File: config.mk
export PLATFORM = sky130hd
export DESIGN_NAME = interval_timer_ctrl
export DESIGN_NICKNAME = d
export VERILOG_FILES = /design/src/rtl/timer_pkg.sv /design/src/rtl/timer_prescaler.sv /design/src/rtl/interval_timer_ctrl.sv
export SDC_FILE = /design/constraint.sdc
export NUM_CORES = 1
export LEC_CHECK = 0
export CORE_UTILIZATION = 60
export DETAILED_ROUTE_END_ITERATION = 16
export DONT_BUFFER_PORTS = 1
export GPL_TIMING_DRIVEN = 0
export PLACE_DENSITY_LB_ADDON = 0.3
export SYNTH_ARGS = -nofsm -noshare
export SYNTH_HDL_FRONTEND = slang
export SYNTH_SLANG_ARGS = --single-unit
export TNS_END_PERCENT = 5
File: constraint.sdc
create_clock -name clk -period 5.15 [get_ports clk]
set_input_delay 1.2875 -clock clk [delete_from_list [all_inputs] [get_ports clk]]
set_output_delay 1.2875 -clock clk [all_outputs]
set_load 0.005 [all_outputs]
File: src/rtl/timer_pkg.sv
// timer_pkg: shared states, modes and prescaler width for the interval timer
package timer_pkg;
  typedef enum logic [1:0] {IDLE, RUN, PAUSED, DONE} timer_state_e;
  typedef enum logic {ONESHOT = 1'b0, PERIODIC = 1'b1} timer_mode_e;
  localparam int PRESCALE_W = 8;
endpackage

File: src/rtl/timer_prescaler.sv
// timer_prescaler: strobes en once every limit+1 running cycles
module timer_prescaler
  import timer_pkg::*;
(
  input  logic                  clk,
  input  logic                  rst,
  input  logic                  clr,
  input  logic                  run,
  input  logic [PRESCALE_W-1:0] limit,
  output logic                  en
);
  logic [PRESCALE_W-1:0] cnt;
  assign en = run && cnt == limit;
  always_ff @(posedge clk) begin
    if (rst || clr) cnt <= '0;
    else if (run) cnt <= en ? '0 : cnt + 1'b1;
  end
endmodule

File: src/rtl/interval_timer_ctrl.sv
// interval_timer_ctrl: programmable periodic/one-shot interval timer with config handshake
// Define TIMER_PRESCALE_EN to add the cfg_prescale input and the count prescaler.
module interval_timer_ctrl
  import timer_pkg::*;
#(
  parameter int WIDTH = 8
) (
  input  logic                  clk,
  input  logic                  rst,
  input  logic                  cfg_valid,
  output logic                  cfg_ready,
  input  logic [WIDTH-1:0]      cfg_period,
  input  logic                  cfg_periodic,
`ifdef TIMER_PRESCALE_EN
  input  logic [PRESCALE_W-1:0] cfg_prescale,
`endif
  input  logic                  start,
  input  logic                  stop,
  input  logic                  pause,
  output logic                  busy,
  output logic [WIDTH-1:0]      count,
  output logic                  tick,
  output logic                  done,
  output logic [WIDTH-1:0]      tick_count
);
  timer_state_e state, state_d;
  timer_mode_e mode_q;
  logic [WIDTH-1:0] period_q;
  logic hs, go, run, en, term;
  assign cfg_ready = state == IDLE || state == DONE;
  assign busy = !cfg_ready;
  assign hs = cfg_valid && cfg_ready;
  assign go = start && cfg_ready;
  assign run = state == RUN && !stop && !pause;
  assign term = run && en && count == period_q;
`ifdef TIMER_PRESCALE_EN
  logic [PRESCALE_W-1:0] prescale_q;
  timer_prescaler u_prescaler (
    .clk   (clk),
    .rst   (rst),
    .clr   (go || stop || pause),
    .run   (run),
    .limit (prescale_q),
    .en    (en)
  );
`else
  assign en = 1'b1;
`endif
  always_comb begin
    state_d = go ? RUN
      : busy && stop ? IDLE
      : state == RUN && pause ? PAUSED
      : state == PAUSED && !pause ? RUN
      : term && mode_q == ONESHOT ? DONE
      : state;
  end
  always_ff @(posedge clk) begin
    if (rst) state <= IDLE;
    else state <= state_d;
  end
  always_ff @(posedge clk) begin
    if (rst) begin
      period_q   <= '0;
      mode_q     <= ONESHOT;
      count      <= '0;
      tick       <= 1'b0;
      done       <= 1'b0;
      tick_count <= '0;
`ifdef TIMER_PRESCALE_EN
      prescale_q <= '0;
`endif
    end else begin
      if (hs) begin
        period_q <= cfg_period;
        mode_q   <= timer_mode_e'(cfg_periodic);
`ifdef TIMER_PRESCALE_EN
        prescale_q <= cfg_prescale;
`endif
      end
      tick       <= term;
      count      <= go || (busy && stop) || term ? '0 : run && en ? count + 1'b1 : count;
      tick_count <= go ? '0 : term ? tick_count + 1'b1 : tick_count;
      done       <= go || hs ? 1'b0 : term && mode_q == ONESHOT ? 1'b1 : done;
    end
  end
endmodule

# [Yosys cells after proc, flatten, opt, wreduce, memory -nomap -nowiden]
# Cells that the tools add are included.
[classes] add_sub_neg=2 n_eq_ne=4 mux=5 n_bitwise=1 n_reduce_logical=23
[op_table] operator="adder 8 x 1 -> 8 bit (second input constant)" count=2
[op_table] operator="logical AND 1 bit" count=9
[op_table] operator="== test 8 bit" count=1
[op_table] operator="two-way mux 2 bit" count=3
[op_table] operator="OR reduction 2 bit" count=3
[op_table] operator="nonzero test 5 bit" count=1
[op_table] operator="== test 2 bit (second input constant)" count=2
[op_table] operator="logical OR 1 bit" count=4
[op_table] operator="zero test 1 bit" count=3
[op_table] operator="nonzero test 3 bit" count=1
[op_table] operator="OR reduction 3 bit" count=1
[op_table] operator="== test 2 x 1 -> 1 bit (second input constant)" count=1
[op_table] operator="zero test 2 bit" count=1
[op_table] operator="two-way mux 1 bit" count=2
[op_table] operator="inverter 1 bit" count=1
[totals] regBits=29 inputBits=15 output_inout_bits=20 elab_cells=43

# [Longest topological paths before layout]
[logic_depth] word_depth=10 ltp_mapped=8 mapped_depth_nobuf=7

# [Least setup slack after synthesis]
# Ideal clock, no wire load.
[synth_timing] path_type="input -> register" startpoint="input port pause" endpoint="register count[0]" setup_ns=0.121 arrival_ns=2.558 t_required_ns=5.029 path_slack_ns=2.471 path_stages=6 n_path_buf=1 cell_sequence="or3b_4 -> nor4_2 -> nand3_2 -> buf_2 -> nand2_1 -> nor2_1"
[synth_via] elab_chain_cells=5
[synth_rtl] item="start, declared" line="interval_timer_ctrl.sv:19" source="input logic pause,"
[synth_rtl] item="zero test 1 bit *" line="interval_timer_ctrl.sv:34" source="assign run = state == RUN && !stop && !pause;"
[synth_rtl] item="logical AND 1 bit *" line="interval_timer_ctrl.sv:34"
[synth_rtl] item="logical AND 1 bit" line="interval_timer_ctrl.sv:35" source="assign term = run && en && count == period_q;"
[synth_rtl] item="logical OR 1 bit" line="interval_timer_ctrl.sv:81" source="count <= go || (busy && stop) || term ? '0 : run && en ? count + 1'b1 : count;"
[synth_rtl] item="OR reduction 2 bit (no line)"
[synth_rtl] item="end signal, assigned" line="interval_timer_ctrl.sv:81"
[synth_rtl] item="end, declared" line="interval_timer_ctrl.sv:21" source="output logic [WIDTH-1:0] count,"
# Every way passes the cells marked *; elsewhere a longest branch is shown, timed or not.
# A chain may end at the register's enable or synchronous reset.

# [Worst setup path after layout]
[layout_timing] startpoint="input port pause" endpoint="register count[3]"
# The elaborated chain is that of the path after synthesis.

==> results.toml <==
[outcome]
run_status = "complete, no violations"

[grt]
grt_remaining_overflow = 0
first_global_vias = 1132
maximum_number_of_pins_on_one_net_before_global_route_repair = 11
grt_antenna_before_repair = 0
grt_pass1_wl_um = 4460
grt.total_usage = 0.248

[worst_setup_path]
depth_of_the_worst_register_to_register_path = 7
worst-endpoint-required_ns = 5.34
worstSetupStartpoint = "pause"
setup.worst_path.end = "count[3]"
worstSetupStartpointType = "input pin"
timing.critical_path.to_type = "register"
crit_path_max_fanout = 10
peak_per_stage_delay_on_the_critical_path_ns = 0.39
worstPathCellList = "or3b_4 -> nor4_2 -> nand3_2 -> buf_2 -> nand2_1 -> nor2_1"
worst_r2r_startpoint = "state[0]"
reg2reg_slack_ns = 2.86
timing.setup.critical_path_class = "in2reg"
endpoint_arrival_time_on_the_critical_path_ns = 2.80
reg_to_reg_end = "count[3]"
critPathSlowestCell = "sky130_fd_sc_hd__or3b_4"

[die]
floorplan.die.width_um = 48.7
die_height_um = 48.7
core_area_um2 = 2000
floorplan.die_area_um2 = 2370
initial_utilization = 0.654
row_count = 16
design.portCount = 35

[cts]
clk-insertion-delay-late_ns = 0.31
cts_setup_buffers = 0
cts.clk_slew.worst_paths_ns = 0.08
ctsRootBufferMaster = "sky130_fd_sc_hd__clkbuf_4"
count_of_hold_buffers_inserted_by_post_cts_repair = 0
numCtsBuffers = 5
post_cts_resized = 0
htree_levels = 2
cts_tree = "built"
cts_max_path_buffers = 2
total_clock_sinks = 29

[layout]
drive_gt1_frac = 0.0683
instances_no_fill = 188
layout.filler_cells = 187
fin_nets = 180
n_antenna_cell = 0
post-route-util = 0.699
area_growth_syn_to_layout_pct = 6.78

[placement]
post-dp-hpwl_um = 1960
final_weighted_congestion_in_routability_driven_placement = 0.797
place_ws_ns = 2.21
io_buffer_count = 0
dpl.cell_count = 181

[yosys]
post_synth_top_flop = "sky130_fd_sc_hd__dfxtp_1"
synthMostInstantiatedCell = "sky130_fd_sc_hd__dfxtp_1"
post_synth_most_frequent_cells = "sky130_fd_sc_hd__dfxtp_1, sky130_fd_sc_hd__nand2_1, sky130_fd_sc_hd__a21oi_1, sky130_fd_sc_hd__nor2_1, sky130_fd_sc_hd__xor2_1"
synth.top_cells.by_area = "sky130_fd_sc_hd__dfxtp_1, sky130_fd_sc_hd__xor2_1, sky130_fd_sc_hd__nand2_1"
synth_edf_count = 0
synthesized_flop_and_latch_total = 29
ys_warn_count = 0
synth.net_count = 173
fraction_of_the_yosys_area_taken_by_sequential_cells = 0.443
synth_cell_types = 33
synth_largest_area_cell = "sky130_fd_sc_hd__dfxtp_1"
synthDominantCellAreaShare = 0.443
syn_inst = 154
synth.avg_cell_area_um2 = 8.51
async_reset_ff_frac = 0
syn-cell-area_um2 = 1310

[power_and_ir_drop]
power.density_cell_area_nw_per_um2 = 357
leakage_nw = 0.558
vdd.ir_drop.worst_uv = 268

[sta]
final.hold.worst_slack_ns = 0.474
worst_slew_margin_rel = 0.620
setup_violations = 0
fin_crit_sh = 0.508
finalHoldViolations = 0
report.final.slew_viol_count = 0
fin_setup_tns_ns = 0
worst-slew-pin-transition_ns = 0.569
clock-skew-final_ns = 0.0112
rsz0062_at_grt = "false"
worst_slack_ns = 2.54
period_needed_ns = 2.61
fmax_ghz = 0.382

[detailed_routing]
routed_wirelength_um = 2620
drtAntennaViolNets = 0
routed_via_density = 5.69
drtPass1Iterations = 4
route.vias.total = 1069
wl_per_cell_um = 13.9
drt_drc_violations_left = 0
detailedRoute.firstIterationViolations = 29

[flow_run]
max-cap-violations = 0

[worst_hold_path]
hp-class = "reg2reg"
==> stage by stage <==
stage / instance area, um^2 / total power, mW
after detailed placement: 1340 / 0.368
final: 1400 / 0.499
after CTS: 1400 / 0.502
after global routing: 1400 / 0.530
after floorplan: 1310 / 0.345
after global placement: 1340 / 0.363
==> power breakdown <==
part	switching (mW)	internal [mW]	leakage [nW]
logic	0.0684	0.0402	0.292
registers	0.0141	0.241	0.235
clock network	0.0714	0.0644	0.0314
total	0.154	0.345	0.558
==> cells in the final DEF (no fill, tap or decap), types with 2 or more instances in the layout <==
cell type | netlist | final
sky130_fd_sc_hd__a21oi_1 | 17 | 17
sky130_fd_sc_hd__nor2_1 | 17 | 17
sky130_fd_sc_hd__nand3_1 | 6 | 6
sky130_fd_sc_hd__nand2_1 | 24 | 24
sky130_fd_sc_hd__xnor2_1 | 4 | 4
sky130_fd_sc_hd__nor3_1 | 2 | 2
sky130_fd_sc_hd__and2_1 | 2 | 2
sky130_fd_sc_hd__clkbuf_4 | 0 | 5
sky130_fd_sc_hd__mux2i_1 | 2 | 2
sky130_fd_sc_hd__dfxtp_1 | 29 | 29
sky130_fd_sc_hd__or3_1 | 5 | 5
sky130_fd_sc_hd__clkbuf_1 | 2 | 3
sky130_fd_sc_hd__ha_1 | 4 | 4
sky130_fd_sc_hd__xor2_1 | 13 | 13
sky130_fd_sc_hd__inv_1 | 3 | 3
sky130_fd_sc_hd__and3_1 | 2 | 2
sky130_fd_sc_hd__nand4_1 | 2 | 2
sky130_fd_sc_hd__o21ai_0 | 4 | 4
==> flip-flops by register name, indices dropped and copies added (netlist names) <==
name        cells
state           2
count           8
mode_q          1
tick            1
tick_count      8
done            1
period_q        8
==> layout make-up <==
class	instances	area, um^2	area share
sequential	29	581	0.415
buffer	4	16.3	0.0116
tap	27	33.8	0.0242
clock buffer	7	55.1	0.0394
multi-input combinational	118	702	0.502
inverter	3	11.3	0.00805
==> worst min path at each step <==
stage                           start           to  slack (ns)  cells past startpoint
after floorplan           period_q[3]  period_q[3]        0.45                      2
after global placement    period_q[6]  period_q[6]        0.46                      2
after detailed placement  period_q[5]  period_q[5]        0.46                      2
after CTS                 period_q[5]  period_q[5]        0.48                      2
after global routing      period_q[5]  period_q[5]        0.50                      2
final                     period_q[5]  period_q[5]        0.47                      2
==> metal layers <==
layer  global-route usage  up-vias  wire length [um]
li1                     -      533                 -
met4                0.167        0                33
met2                0.447       36              1360
met3               0.0943        4               154
met5                    0        -                 0
met1                0.230      496              1070
==> cells by family after synthesis <==
kind of cell,share of synthesized area
simple gates,0.261
compound gates,0.108
mux,0.0153
buf+inv,0.0210
xor+xnor,0.114
flops,0.443
fa+ha+maj,0.0382
==> critical path, delay by kind of cell <==
family | cells | cell delay, ns
buf+inv | 1 | 0.24
simple gates | 5 | 1.26
No activity file was read; power rests on OpenSTA's default activity.
